### src/rtl/aes0_ct_buffer.sv
// rtl/aes0_ct_buffer.sv - ciphertext capture FIFO with 32-bit word read-out
//
// Ports:
//   clk_i          clock, all state changes on rising edge
//   rst_i          asynchronous active-high reset
//   ct_i           128-bit ciphertext from the AES core
//   ct_valid_i     AES result-valid level (rising edge captures one entry)
//   debug_mode_i   debug mode: output blocked, buffer flushed
//   lock_i         read lock: output blocked, position held
//   clr_i          synchronous flush plus overflow clear
//   out_valid_o    output word valid
//   out_ready_i    consumer ready
//   out_data_o     output word, zero when not valid
//   out_last_o     word is bits 127:96 of its entry
//   count_o        number of occupied entries
//   overflow_o     sticky flag: a capture was dropped while full
module aes0_ct_buffer #(
   parameter int DEPTH  = 4,
   parameter int WORD_W = 32
) (
   input  logic                     clk_i,
   input  logic                     rst_i,
   input  logic [127:0]             ct_i,
   input  logic                     ct_valid_i,
   input  logic                     debug_mode_i,
   input  logic                     lock_i,
   input  logic                     clr_i,
   output logic                     out_valid_o,
   input  logic                     out_ready_i,
   output logic [WORD_W-1:0]        out_data_o,
   output logic                     out_last_o,
   output logic [$clog2(DEPTH):0]   count_o,
   output logic                     overflow_o
);

   localparam int PW = $clog2(DEPTH);
   localparam int CW = PW + 1;

   typedef enum logic [1:0] {
      ST_EMPTY,
      ST_HOLD,
      ST_STREAM
   } state_t;

   state_t          state;
   state_t          state_next;

   logic [127:0]    mem [DEPTH];
   logic [PW-1:0]   head;
   logic [PW-1:0]   tail;
   logic [CW-1:0]   count;
   logic [CW-1:0]   count_next;
   logic [1:0]      idx;
   logic            ov;
   logic            ct_valid_q;

   logic            flush;
   logic            cap;
   logic            full;
   logic            out_valid;
   logic            hs;
   logic            pop;
   logic            push;
   logic            drop;
   logic [127:0]    head_entry;
   logic [31:0]     word;

   function automatic logic [PW-1:0] ptr_inc(input logic [PW-1:0] p);
      return (p == PW'(DEPTH - 1)) ? '0 : p + 1'b1;
   endfunction

   assign flush = debug_mode_i | clr_i;
   assign cap   = ct_valid_i & ~ct_valid_q & ~flush;
   assign full  = (count == CW'(DEPTH));

   // State is EMPTY exactly when count is zero, so it doubles as the
   // occupancy test. clr_i also blanks the output so a flushing cycle
   // can never complete a handshake.
   assign out_valid = (state != ST_EMPTY) & ~lock_i & ~flush;
   assign hs        = out_valid & out_ready_i;
   assign pop       = hs & (idx == 2'd3);
   // When full, a same-cycle pop frees the slot the capture needs.
   assign push      = cap & (~full | pop);
   assign drop      = cap & full & ~pop;

   always_comb begin
      count_next = count;
      if (push && !pop) begin
         count_next = count + CW'(1);
      end else if (pop && !push) begin
         count_next = count - CW'(1);
      end
   end

   always_comb begin
      state_next = state;
      if (flush) begin
         state_next = ST_EMPTY;
      end else begin
         case (state)
            ST_EMPTY:  if (push) state_next = ST_HOLD;
            ST_HOLD:   if (hs) state_next = ST_STREAM;
            ST_STREAM: if (pop) state_next = (count_next != '0) ? ST_HOLD : ST_EMPTY;
            default:   state_next = ST_EMPTY;
         endcase
      end
   end

   always_ff @(posedge clk_i or posedge rst_i) begin
      if (rst_i) begin
         state <= ST_EMPTY;
      end else begin
         state <= state_next;
      end
   end

   always_ff @(posedge clk_i or posedge rst_i) begin
      if (rst_i) begin
         for (int i = 0; i < DEPTH; i++) mem[i] <= '0;
         head       <= '0;
         tail       <= '0;
         count      <= '0;
         idx        <= '0;
         ov         <= 1'b0;
         ct_valid_q <= 1'b0;
      end else begin
         ct_valid_q <= ct_valid_i;
         if (flush) begin
            for (int i = 0; i < DEPTH; i++) mem[i] <= '0;
            head  <= '0;
            tail  <= '0;
            count <= '0;
            idx   <= '0;
            if (clr_i) ov <= 1'b0;
         end else begin
            if (hs) idx <= idx + 2'd1;
            if (pop) begin
               mem[head] <= '0;
               head      <= ptr_inc(head);
            end
            // When full, head == tail: this later write must win over the
            // zeroing of the popped entry above.
            if (push) begin
               mem[tail] <= ct_i;
               tail      <= ptr_inc(tail);
            end
            count <= count_next;
            if (drop) ov <= 1'b1;
         end
      end
   end

   assign head_entry = mem[head];

   always_comb begin
      word = '0;
      case (idx)
         2'd0: word = head_entry[31:0];
         2'd1: word = head_entry[63:32];
         2'd2: word = head_entry[95:64];
         2'd3: word = head_entry[127:96];
         default: word = '0;
      endcase
   end

   assign out_valid_o = out_valid;
   assign out_data_o  = out_valid ? word : '0;
   assign out_last_o  = out_valid & (idx == 2'd3);
   assign count_o     = count;
   assign overflow_o  = ov;

endmodule
### config.mk
export PLATFORM = sky130hd
export DESIGN_NAME = aes0_ct_buffer
export DESIGN_NICKNAME = d
export VERILOG_FILES = /design/src/rtl/aes0_ct_buffer.sv
export SDC_FILE = /design/constraint.sdc
export NUM_CORES = 2
export LEC_CHECK = 0
export ABC_CLOCK_PERIOD_IN_PS = 26000
export BUFFER_PORTS_ARGS = -buffer_cell sky130_fd_sc_hd__buf_2
export CORE_MARGIN = 3
export CORE_UTILIZATION = 60
export CTS_BUF_LIST = sky130_fd_sc_hd__clkbuf_16
export CTS_CLUSTER_SIZE = 30
export DETAILED_ROUTE_END_ITERATION = 6
export GPL_TIMING_DRIVEN = 1
export PLACE_DENSITY = 0.85
export SLEW_MARGIN = 20
export SYNTH_ARGS = -nofsm -noshare
export SYNTH_HDL_FRONTEND = slang
export SYNTH_SLANG_ARGS = --single-unit
### constraint.sdc
create_clock -name clk_i -period 26 [get_ports clk_i]
set_input_delay 7.8 -clock clk_i [delete_from_list [all_inputs] [get_ports clk_i]]
set_output_delay 7.8 -clock clk_i [all_outputs]
set_load 0.01 [all_outputs]
==> results.txt <==
Outcome -> finished with violations
Failing checks -> design-rule violations
Finished Layout Cells -> 3,246
Final ANT Viol Nets -> 0
Clock slew at reported path FFs -> 60 ps
H-Tree Depth -> 2
Most used cell, CP -> buf_2
Max cap viols -> 0
Unrepaired setup endpoints after global routing -> no
Post-Syn Instances -> 2,660
Static leakage -> 0.0110 uW
Setup TNS -> 0 ps
CP max-delay cell -> nor3_4
Power, Total -> 1650 uW
Via count -> 23,200
Met3 WL -> 12,200 um
DRC errors left -> 7
Routed wire length -> 86,100 um
Avg WL per Cell -> 26.5 um
Max Root-Sink Buffers -> 3
Hold Path Stages -> 2
Post-CTS Hold Fix Bufs -> 0
Final hold vios -> 0
1st-iter DRT viols -> 4,307
Total power density per cell area -> 58.6 nW/um^2
PortBufs -> 172
Dpl cells -> 3,129
Slew headroom -> 21.3%
Mapped Nets -> 2,810
Slew Limit Fails -> 0
R2R Setup Slk -> 21,550 ps
Leading cell types in the layout, fill and taps excluded -> a21oi_1 (546), dfrtp_1 (523), nand2_1 (521), nand3_1 (517), buf_2 (174)
Num CTS Buffers -> 53
Fmax -> 55.9 MHz
Setup bufs post-CTS -> 0
Sum of routed wire segments on met1 -> 28,600 um
Number of distinct library cells after synthesis -> 40
Die area -> 45,300 sq um
R2R depth -> 8
Clock skew -> 11.4 ps
Sequential share of power -> 49.7%
Top routing layer used -> met5
Die width -> 213 um
Routability cong. -> 0.889
First-pass GRT wire length -> 131,000 um
Initial Utilization -> 61.0%
All-Layer GR Usage -> 37.6%
Cts repair resizes -> 0
Internal -> 1260 uW
Combinational Power Share -> 4.1%
Final setup violation count -> 0
Largest stage delay, worst path -> 930 ps
WS Path Type -> primary input to output port
Area grow syn2layout -> 9.54%
Commonest non-fill, non-tap cell in the layout -> a21oi_1
Crit path arrival time -> 10,100 ps
Fill count -> 3,043
Layout cells sized above 1 -> 16.0%
Core area -> 42,100 sq um
CTS tree -> done
Crit-path cells -> buf_2, or2_4, nor3_4, o21ai_0, a21oi_1, buf_2
Die Y -> 213 um
Clock power share -> 46.2%
Clk_lat worst skew -> 620 ps
Total gr overflow -> 0
Crit path launch type -> primary input
I/O Pins -> 173
Switching power -> 387 uW
Final min period -> 17,900 ps
Final Cycle Share -> 68.9%
Site Rows -> 75
Fin nets -> 2,800
Yosys synthesis warning count -> 0
Max VDD drop -> 49.0 uV
Seq/Total Area, Yosys -> 51.2%
Synthesized cell area -> 25,700 sq um
Vias in the first global route -> 22,700
Largest net degree at the start of global routing -> 234
DP HPWL -> 48,500 um
Hold slack -> 532 ps
Clk sink count -> 525
Worst min path class -> flop to flop
Pre-antenna DRT Iters -> 7
Routed wl met2 -> 39,200 um
Data required time at the worst endpoint -> 18,200 ps
Sw frac -> 23.5%
Avg Inst Size Synth -> 9.66 sq um
Vias/cell -> 7.16
CP Capture Type -> output port
Yosys reg bits -> 525
CTS root buffer -> clkbuf_16
Slew @ Worst Pin -> 1180 ps
Worst Path Max Fanout -> 73
Initial antenna violation count -> 29
## sequential cells by signal, indices dropped and copies added (netlist names)
| register | cells |
|---|---|
| overflow_o | 1 |
| state | 2 |
| mem | 512 |
| count_o | 3 |
| idx | 2 |
| head | 2 |
| ct_valid_q | 1 |
| tail | 2 |
## kinds of logic (layout without fill, tap and decap cells)
logic type,Yosys count,in the layout,share of synthesized area (%)
mux,130,130,11.3
compound gates,636,636,13.3
flops,525,525,51.2
fa+ha+maj,15,15,0.731
buf+inv,290,318,5.15
simple gates,1063,1063,18.3
xor+xnor,1,1,0.0341
other cells,0,19,0
## critical path, delay by kind of cell
| kind | cells | cell delay [ps] |
|---|---|---|
| buf+inv | 2 | 300 |
| compound gates | 2 | 540 |
| simple gates | 2 | 1440 |
## synth_stat cells
| cell | count | share of area (%) |
|---|---|---|
| ha_1 | 15 | 0.73 |
| nor3_2 | 1 | 0.039 |
| and3_1 | 1 | 0.024 |
| mux4_2 | 128 | 11 |
| nand2_1 | 525 | 7.7 |
| o32ai_1 | 1 | 0.034 |
| nor3_1 | 2 | 0.039 |
| dfrtp_1 | 525 | 51 |
| nor2b_1 | 2 | 0.049 |
| a311oi_1 | 1 | 0.034 |
| nand3_1 | 517 | 10 |
| clkinv_1 | 1 | 0.015 |
| a221oi_1 | 2 | 0.068 |
| clkbuf_1 | 88 | 1.3 |
| inv_1 | 11 | 0.16 |
| buf_2 | 187 | 3.6 |
| mux2_2 | 1 | 0.044 |
| o31ai_1 | 2 | 0.058 |
| nor3_4 | 1 | 0.063 |
| o211ai_1 | 5 | 0.15 |
| o211a_1 | 4 | 0.16 |
| a32oi_1 | 1 | 0.034 |
| nand3b_1 | 2 | 0.058 |
| a31oi_2 | 1 | 0.049 |
| xnor2_1 | 1 | 0.034 |
| a222oi_1 | 32 | 1.2 |
| mux2i_1 | 1 | 0.039 |
| buf_1 | 3 | 0.044 |
| or3_1 | 1 | 0.024 |
| a21oi_1 | 546 | 11 |
| nor2_1 | 7 | 0.10 |
| a211oi_1 | 1 | 0.029 |
| and2_1 | 1 | 0.024 |
| o21ai_1 | 10 | 0.19 |
| nor4b_2 | 1 | 0.058 |
| or4b_2 | 1 | 0.039 |
| o311a_1 | 1 | 0.039 |
| o311ai_0 | 2 | 0.068 |
| or2_4 | 1 | 0.034 |
| o21ai_0 | 27 | 0.53 |
## final timing paths
| path | start | end |
|---|---|---|
| min in group asynchronous | rst_i | count_o[0]$_DFF_PP0_ |
| hold / removal | mem[176]$_DFF_PP0_ | mem[176]$_DFF_PP0_ |
| hold reg to reg | mem[176]$_DFF_PP0_ | mem[176]$_DFF_PP0_ |
| setup / recovery | debug_mode_i | out_data_o[13] |
| max in group asynchronous | rst_i | mem[177]$_DFF_PP0_ |
| setup reg to reg | idx[0]$_DFFE_PP0P_ | mem[431]$_DFF_PP0_ |
## layout make-up
type | instances | area, sq um | share of cell area [%]
sequential | 525 | 13100 | 46.7
timing repair buffer | 213 | 1250 | 4.45
multi-input combinational | 1845 | 11300 | 40.1
tap | 539 | 674 | 2.40
clock inverter | 40 | 348 | 1.24
antenna | 19 | 47.5 | 0.169
clock buffer | 53 | 1330 | 4.71
inverter | 12 | 52.6 | 0.187
## through the flow
step / setup slack [ps] / util [%] / instance area, sq um
global placement: 8520 / 62.4 / 26300
floorplan: 3530 / - / 25700
CTS: 8190 / 66.4 / 28000
detailed placement: 8300 / 62.4 / 26300
global route: 7720 / 66.7 / 28100
finish: 8100 / 66.8 / 28100
## routing by layer
| layer | up-vias | track usage, % |
|---|---|---|
| li1 | 9463 | - |
| met1 | 11400 | 48.9 |
| met2 | 1948 | 55.5 |
| met3 | 388 | 12.2 |
| met4 | 20 | 23.4 |
| met5 | - | 0 |
## power groups by stage
stage,logic (uW),clock network (uW),registers (uW)
after CTS,65.6,760,820
final,67.9,761,820
after global placement,63.1,0,835
after global routing,73.4,792,820
after detailed placement,65.3,0,835
after floorplan,33.4,0,836
(Power assumes the default switching activity.)
